--- src/rtl/apb_host_pkg.sv ---
// apb_host_pkg
//   Shared definitions for the APB host bridge:
//     - state_e     : bridge FSM states (IDLE, SETUP, ACCESS, RESP)
//     - ADDR_W_DEF  : default APB / request address width
//     - DATA_W_DEF  : default write / read / response data width
package apb_host_pkg;

   localparam int ADDR_W_DEF = 3;
   localparam int DATA_W_DEF = 8;

   typedef enum logic [1:0] {
      IDLE   = 2'd0,
      SETUP  = 2'd1,
      ACCESS = 2'd2,
      RESP   = 2'd3
   } state_e;

endpackage : apb_host_pkg

--- src/rtl/apb_timeout_cnt.sv ---
// apb_timeout_cnt
//   Counts the ACCESS cycles of one APB transfer and flags the last cycle
//   that is still allowed before the bridge gives up on the slave.
//   Only instantiated when APB_HOST_TIMEOUT_EN is defined.
// Ports:
//   clk     in   bridge clock (PCLK)
//   rst     in   synchronous active-high reset
//   clr_i   in   clear the count (asserted on the edge that enters SETUP)
//   en_i    in   count this cycle (asserted while in ACCESS)
//   last_o  out  current ACCESS cycle is number TIMEOUT_CYC
module apb_timeout_cnt #(
   parameter int TIMEOUT_CYC = 16
) (
   input  logic clk,
   input  logic rst,
   input  logic clr_i,
   input  logic en_i,
   output logic last_o
);

   localparam int CNT_W = $clog2(TIMEOUT_CYC + 1);
   localparam logic [CNT_W-1:0] CNT_ONE  = CNT_W'(1);
   localparam logic [CNT_W-1:0] CNT_MAX  = CNT_W'(TIMEOUT_CYC);
   // cnt_q holds the number of ACCESS cycles already completed, so the
   // cycle in progress is number cnt_q+1.
   localparam logic [CNT_W-1:0] CNT_LAST = CNT_W'(TIMEOUT_CYC - 1);

   logic [CNT_W-1:0] cnt_q;
   logic [CNT_W-1:0] cnt_d;

   // Next count: clear, increment (saturating) or hold.
   always_comb begin
      cnt_d = cnt_q;
      if (clr_i) begin
         cnt_d = {CNT_W{1'b0}};
      end else if (en_i && (cnt_q != CNT_MAX)) begin
         cnt_d = cnt_q + CNT_ONE;
      end else begin
         cnt_d = cnt_q;
      end
   end

   // Count register.
   always_ff @(posedge clk) begin
      if (rst) begin
         cnt_q <= {CNT_W{1'b0}};
      end else begin
         cnt_q <= cnt_d;
      end
   end

   assign last_o = (cnt_q == CNT_LAST);

endmodule : apb_timeout_cnt

--- src/rtl/apb_host_bridge.sv ---
// apb_host_bridge
//   Converts a valid/ready host request into a single APB transfer
//   (SETUP then ACCESS) and returns a valid/ready response. One transfer
//   is outstanding at most; every output is driven straight from a flop.
//   Optional: define APB_HOST_TIMEOUT_EN to end a transfer with rsp_err=1
//   when PREADY stays low for TIMEOUT_CYC ACCESS cycles.
// Ports:
//   PCLK, PRESET                 clock, synchronous active-high reset
//   req_valid/req_ready          host request handshake
//   req_write/req_addr/req_wdata host request payload
//   rsp_valid/rsp_ready          host response handshake
//   rsp_rdata/rsp_err            read data (0 for writes/errors), timeout flag
//   PSEL/PENABLE/PWRITE/PADDR/PWDATA  APB master outputs
//   PREADY/PRDATA                APB slave inputs
module apb_host_bridge
   import apb_host_pkg::*;
#(
   parameter int ADDR_W      = ADDR_W_DEF,
   parameter int DATA_W      = DATA_W_DEF,
   parameter int TIMEOUT_CYC = 16
) (
   input  logic              PCLK,
   input  logic              PRESET,
   input  logic              req_valid,
   output logic              req_ready,
   input  logic              req_write,
   input  logic [ADDR_W-1:0] req_addr,
   input  logic [DATA_W-1:0] req_wdata,
   output logic              rsp_valid,
   input  logic              rsp_ready,
   output logic [DATA_W-1:0] rsp_rdata,
   output logic              rsp_err,
   output logic              PSEL,
   output logic              PENABLE,
   output logic              PWRITE,
   output logic [ADDR_W-1:0] PADDR,
   output logic [DATA_W-1:0] PWDATA,
   input  logic              PREADY,
   input  logic [DATA_W-1:0] PRDATA
);

   state_e            state_q,     state_d;
   logic              req_ready_q, req_ready_d;
   logic              psel_q,      psel_d;
   logic              penable_q,   penable_d;
   logic              pwrite_q,    pwrite_d;
   logic [ADDR_W-1:0] paddr_q,     paddr_d;
   logic [DATA_W-1:0] pwdata_q,    pwdata_d;
   logic              rsp_valid_q, rsp_valid_d;
   logic [DATA_W-1:0] rsp_rdata_q, rsp_rdata_d;

`ifdef APB_HOST_TIMEOUT_EN
   logic rsp_err_q, rsp_err_d;
   logic to_clr_s, to_en_s, to_last_s;

   // Restart the count on the edge that enters SETUP; count only in ACCESS.
   assign to_clr_s = (state_q == IDLE) && req_valid;
   assign to_en_s  = (state_q == ACCESS);

   apb_timeout_cnt #(
      .TIMEOUT_CYC (TIMEOUT_CYC)
   ) u_timeout_cnt (
      .clk    (PCLK),
      .rst    (PRESET),
      .clr_i  (to_clr_s),
      .en_i   (to_en_s),
      .last_o (to_last_s)
   );
`else
   localparam int unused_timeout_cyc = TIMEOUT_CYC;
`endif

   // Next state and transfer/response payload.
   always_comb begin
      state_d     = state_q;
      pwrite_d    = pwrite_q;
      paddr_d     = paddr_q;
      pwdata_d    = pwdata_q;
      rsp_rdata_d = rsp_rdata_q;
`ifdef APB_HOST_TIMEOUT_EN
      rsp_err_d   = rsp_err_q;
`endif
      case (state_q)
         IDLE: begin
            if (req_valid) begin
               state_d  = SETUP;
               pwrite_d = req_write;
               paddr_d  = req_addr;
               pwdata_d = req_wdata;
            end else begin
               state_d  = IDLE;
            end
         end
         SETUP: begin
            // PREADY is deliberately not looked at here.
            state_d = ACCESS;
         end
         ACCESS: begin
            // A ready slave wins over a timeout in the same cycle.
            if (PREADY) begin
               state_d     = RESP;
               rsp_rdata_d = pwrite_q ? {DATA_W{1'b0}} : PRDATA;
`ifdef APB_HOST_TIMEOUT_EN
               rsp_err_d   = 1'b0;
            end else if (to_last_s) begin
               state_d     = RESP;
               rsp_rdata_d = {DATA_W{1'b0}};
               rsp_err_d   = 1'b1;
`endif
            end else begin
               state_d = ACCESS;
            end
         end
         RESP: begin
            if (rsp_ready) begin
               state_d = IDLE;
            end else begin
               state_d = RESP;
            end
         end
         default: begin
            state_d = IDLE;
         end
      endcase
   end

   // Output flop inputs decoded from the next state so outputs are registered.
   always_comb begin
      req_ready_d = 1'b0;
      psel_d      = 1'b0;
      penable_d   = 1'b0;
      rsp_valid_d = 1'b0;
      case (state_d)
         IDLE: begin
            req_ready_d = 1'b1;
         end
         SETUP: begin
            psel_d = 1'b1;
         end
         ACCESS: begin
            psel_d    = 1'b1;
            penable_d = 1'b1;
         end
         RESP: begin
            rsp_valid_d = 1'b1;
         end
         default: begin
            req_ready_d = 1'b0;
         end
      endcase
   end

   // State and output registers; reset abandons any transfer in flight.
   always_ff @(posedge PCLK) begin
      if (PRESET) begin
         state_q     <= IDLE;
         req_ready_q <= 1'b1;
         psel_q      <= 1'b0;
         penable_q   <= 1'b0;
         pwrite_q    <= 1'b0;
         paddr_q     <= {ADDR_W{1'b0}};
         pwdata_q    <= {DATA_W{1'b0}};
         rsp_valid_q <= 1'b0;
         rsp_rdata_q <= {DATA_W{1'b0}};
`ifdef APB_HOST_TIMEOUT_EN
         rsp_err_q   <= 1'b0;
`endif
      end else begin
         state_q     <= state_d;
         req_ready_q <= req_ready_d;
         psel_q      <= psel_d;
         penable_q   <= penable_d;
         pwrite_q    <= pwrite_d;
         paddr_q     <= paddr_d;
         pwdata_q    <= pwdata_d;
         rsp_valid_q <= rsp_valid_d;
         rsp_rdata_q <= rsp_rdata_d;
`ifdef APB_HOST_TIMEOUT_EN
         rsp_err_q   <= rsp_err_d;
`endif
      end
   end

   assign req_ready = req_ready_q;
   assign PSEL      = psel_q;
   assign PENABLE   = penable_q;
   assign PWRITE    = pwrite_q;
   assign PADDR     = paddr_q;
   assign PWDATA    = pwdata_q;
   assign rsp_valid = rsp_valid_q;
   assign rsp_rdata = rsp_rdata_q;
`ifdef APB_HOST_TIMEOUT_EN
   assign rsp_err   = rsp_err_q;
`else
   assign rsp_err   = 1'b0;
`endif

endmodule : apb_host_bridge

--- config.mk ---
export PLATFORM = sky130hd
export DESIGN_NAME = apb_host_bridge
export DESIGN_NICKNAME = d
export VERILOG_FILES = /design/src/rtl/apb_host_pkg.sv /design/src/rtl/apb_timeout_cnt.sv /design/src/rtl/apb_host_bridge.sv
export SDC_FILE = /design/constraint.sdc
export NUM_CORES = 1
export LEC_CHECK = 0
export BUFFER_PORTS_ARGS = -buffer_cell sky130_fd_sc_hd__buf_2
export CAP_MARGIN = 30
export CORE_ASPECT_RATIO = 0.5
export CORE_UTILIZATION = 45
export CTS_BUF_LIST = sky130_fd_sc_hd__clkbuf_4 sky130_fd_sc_hd__clkbuf_8
export CTS_CLUSTER_DIAMETER = 50
export DETAILED_ROUTE_END_ITERATION = 8
export PLACE_DENSITY = 0.79
export SLEW_MARGIN = 20
export SYNTH_ARGS = -nofsm -noshare
export SYNTH_HDL_FRONTEND = slang
export SYNTH_SLANG_ARGS = --single-unit
--- constraint.sdc ---
create_clock -name PCLK -period 4 [get_ports PCLK]
set_clock_uncertainty 0.2 [all_clocks]
set_input_delay 0.2 -clock PCLK [delete_from_list [all_inputs] [get_ports PCLK]]
set_output_delay 0.2 -clock PCLK [all_outputs]
set_load 0.02 [all_outputs]
* Yosys cells after proc, flatten, opt, wreduce, memory -nomap -nowiden
Index checks and enable logic that the tools add are counted.
** Storage, ports and cells
- Word-level logic and storage cells :: 29
- Flip-flop bits (word level) :: 26
- Bits of input ports :: 25
** Cells by class
- Equality and inequality tests :: 6
- Muxes and demuxes :: 9
- Reductions and logical operators :: 5
** Operators by type and width (number)
- $eq 2x2->1 const B :: 4
- $mux 8 :: 1
- $pmux 2 s4 :: 1
- $mux 1 :: 6
- $eq 2x1->1 const B :: 2
- $logic_not 2->1 :: 2
- $reduce_and 2->1 :: 2
- $mux 2 :: 1
- $reduce_or 2->1 :: 1

* Longest topological paths before layout
- Depth after elaboration :: 5
- Mapped depth :: 4
- Depth with buffers taken out :: 2

* Least setup slack after synthesis
Ideal clock, no wire load.
- Path kind :: register to register
- Start point :: register state_q[0]
- End point :: register state_q[0]
- Cell stages (with the launch flop) :: 4
- Setup slack :: 2.706 ns
- Data required time :: 3.699 ns
- Arrival time :: 0.993 ns
- Cell sequence :: dfxtp_1 -> buf_6 -> or4b_1 -> o41ai_1
** Between the ends
- Cells in the longest elaborated chain, start to end :: 2
- Elaborated cells between the ends (all ways) :: 5
** Ends and longest elaborated chain
- start, declared :: line apb_host_bridge.sv:42 : state_e state_q, state_d;
- start signal, assigned :: line apb_host_bridge.sv:169 : state_q <= state_d;
- $eq 2x2->1, or another cell as far along :: line apb_host_bridge.sv:83 : case (state_q)
- $pmux 2 s4 * :: line apb_host_bridge.sv:83
Every way passes the cells marked *; elsewhere a longest branch is shown, timed or not.
A chain may end at the register's enable or synchronous reset.

* Final worst setup path
- Start point :: input req_valid
- End point :: register paddr_q[1] (netlist: PADDR[1])
** Between the ends
- Cells in the longest elaborated chain, start to end :: 1
** Ends and longest elaborated chain
- start, declared :: line apb_host_bridge.sv:24 : input logic req_valid,
- $reduce_and 2->1 (no line)
- end signal, assigned :: line apb_host_bridge.sv:161 : paddr_q <= {ADDR_W{1'b0}};
- end signal, assigned :: line apb_host_bridge.sv:174 : paddr_q <= paddr_d;
- end, declared :: line apb_host_bridge.sv:47 : logic [ADDR_W-1:0] paddr_q, paddr_d;
Every way passes these cells.

==> run metrics <==
run status finished, final reports clean; Post-DP HPWL approximately 1500 um; Setup crit end PADDR[1]$_SDFFE_PP0P_; cts repair resizes 0; starting density of the core about half; slowest cell delay on critical path approximately 0.66 ns; leading area contributor after synthesis dfxtp_1; met2 Resource Use GR between 30% and 40%; critical path depth 4; dominant cells by area after synthesis dfxtp_1 (43%), mux2i_1 (17%), nand2b_1 (17%); cell-internal power around 0.40 mW; crit path buf inv count 2; CP Capture Type register; kind of critical path in2reg; first-pass GRT wire length approximately 3500 um; clock power share a little over a quarter; drt pass-1 iters 3; vias in the first global route ~800; initial antenna violation count 0; FF-to-FF setup slack between 2 and 2.5 ns; Crit path required time about 4.0 ns; crit path from req_valid; Comb power frac about a fifth; Ant. Diodes 0; DR iter-0 viols 25; leakage 0.7028 nW; met3 GRT Util 7.105%; Core Rows 12; total negative slack 0 ns; Net Sw Frac between 20% and 30%; Tightest Pin Transition 0.7675 ns; cts bufs inserted 3; Net Sw Power 0.1483 mW; Remaining DRCs 0; yosys warns 0; flip-flop and latch count after synthesis 26; chip height about 39 um; TritonCTS clock tree done; Gate Count Post-Synth 113; Port Buffer Count 48; pin count of the biggest net entering global routing 47; core area ~2400 um2; worst hold path type in2reg; r2r worst-path depth 2; Final Max Tran Viols 0; Crit Path Max Fanout 12; Die Wd approximately 75 um; Vias roughly 900; vias per inst 4.567; fin util about 66%; GRT Residual Overflow 0; P per Cell Area ~350 nW/um2; Worst slew margin about half; slowest CP cell nor3b_4; Routed WL 2224 um; post-synthesis sequential area ratio a little over two fifths; cell family with most CP delay buffers and inverters; Skew-Pair Late Insertion Delay approximately 0.27 ns; post-synth cell types 23; busiest metal layer after global routing met2; Die Area 2895 um2; Final Hold Fails 0; R2R Path Start state_q[0]$_SDFF_PP0_; layout cells sized above 1 between 30% and 40%; Seq pwr share ~53%; Final setup violation count 0; syn nets 138; total chip power ~0.55 mW; clk sink count 26; Post-Syn Area approximately 1200 um2; Mapped Avg Cell Area between 10 and 15 um2; GP Congestion 0.6897; IR drop worst, VDD 0.2223 mV; post-route ant nets 0; Final nets 193; Reg clk slew, reported paths roughly 0.080 ns; # IOs 50; CTS root buf clkbuf_8; Area Overhead vs Synth 29.86%; Worst R2R End PADDR[1]$_SDFFE_PP0P_; max frequency 556.9 MHz; CP cell instances dlygate4sd3_1 -> buf_2 -> nor3b_4 -> mux2i_1; Global Route met1 Usage between 10% and 20%; period utilisation layout approximately 45%; Total GRT Usage around 18%; post-synth top area share 43.29%; CTS HTree Levels 1; data arrival time of the critical path approximately 1.8 ns; WL/cell 11.06 um; MaxCap Viol Count 0; CP Launch Type primary input; Clock Tree Buf Depth 2; RSZ-0062 raised after global routing no; fin crit period 1.796 ns
flip-flops by register name, summed over array words and instances, names as in the netlist:
name       count
PSEL           1
rsp_valid      1
rsp_rdata      8
PWRITE         1
state_q        2
PADDR          3
PWDATA         8
req_ready      1
PENABLE        1
cells by family after synthesis:
logic type	synth area share (%)
simple gates	28.30
mux	16.65
buf+inv	7.492
other cells	0.3119
compound gates	3.955
flops	43.29
timing repair:
item / 4_1_cts / 5_1_grt
hold buffers: 12 / 0
buffers inserted: 0 / 0
endpoints found under the setup margin: 0 / 0
hold endpoints to repair: 12 / 0
final cells by class:
class	count	area (um2)
Fill cell	194	810.8
Multi-Input combinational cell	76	591.8
Sequential cell	26	520.5
Timing Repair Buffer	60	360.3
Tap cell	35	43.79
Clock buffer	3	41.29
Inverter	1	3.754
worst reg2reg max path, delay by kind of cell, from the launching register on:
kind             cells  cell delay, ns
AND/OR/NAND/NOR      1            0.68
multiplexers         1            0.27
flip-flops           1            0.42
power by group through the flow:
stage          clock (mW)  combinational [mW]  sequential, mW
6_report            0.144               0.115           0.292
3_5_place_dp            0               0.106           0.298
3_3_place_gp            0               0.105           0.298
2_1_floorplan           0              0.0655           0.314
4_1_cts             0.148               0.116           0.292
5_1_grt             0.158               0.125           0.295
per-layer routing:
| metal | share of wire [%] | vias up |
|---|---|---|
| li1 | - | 485 |
| met3 | 5.7 | 5 |
| met2 | 44 | 23 |
| met1 | 48 | 405 |
| met4 | 1.3 | 0 |
| met5 | 0 | - |
synthesized netlist by cell type:
cell type	count
nor4_1	1
or3b_2	5
dfxtp_1	26
or3b_1	4
buf_4	1
inv_1	1
or4b_1	1
clkbuf_1	3
buf_6	6
o41ai_1	1
and2_1	1
o31ai_1	1
mux2i_1	20
o21a_1	1
or2b_1	1
conb_1	1
nand2b_1	32
a31oi_1	1
a21oi_1	2
nor2_1	1
nor3b_4	1
o21bai_1	1
and3b_1	1
metrics by stage:
stage | setup slack (ns) | std cells | hold WS (ns) | area, um2
6_report | 2.204 | 201 | 0.006652 | 1562
5_1_grt | 2.102 | 201 | 0.01611 | 1562
4_1_cts | 2.193 | 201 | 0.007499 | 1562
3_5_place_dp | 2.352 | 186 | 0.2534 | 1400
3_3_place_gp | 2.403 | 186 | 0.2455 | 1400
2_1_floorplan | 2.706 | 113 | 0.09164 | 1202
layout by cell type (no fill, tap or decap):
cell type,count
or2b_1,1
a31oi_1,1
o21bai_1,1
dlygate4sd3_1,12
inv_1,1
nand2b_1,32
nor2_1,1
nor4_1,1
or3b_2,5
dfxtp_1,26
buf_2,48
clkbuf_8,3
or3b_1,4
and2_1,1
o41ai_1,1
and3b_1,1
or4b_1,1
nor3b_4,1
conb_1,1
o31ai_1,1
mux2i_1,20
a21oi_1,2
o21a_1,1
worst min-delay path by stage:
stage	to	depth (start not counted)	start
6_report	PWDATA[5]$_SDFFE_PP0P_	3	req_wdata[5]
5_1_grt	PWDATA[5]$_SDFFE_PP0P_	3	req_wdata[5]
4_1_cts	PWDATA[5]$_SDFFE_PP0P_	3	req_wdata[5]
3_5_place_dp	req_ready$_SDFF_PP1_	2	req_valid
3_3_place_gp	req_ready$_SDFF_PP1_	2	req_valid
2_1_floorplan	req_ready$_SDFF_PP1_	1	req_valid
Note: power is estimated with default switching activity, not from simulation.
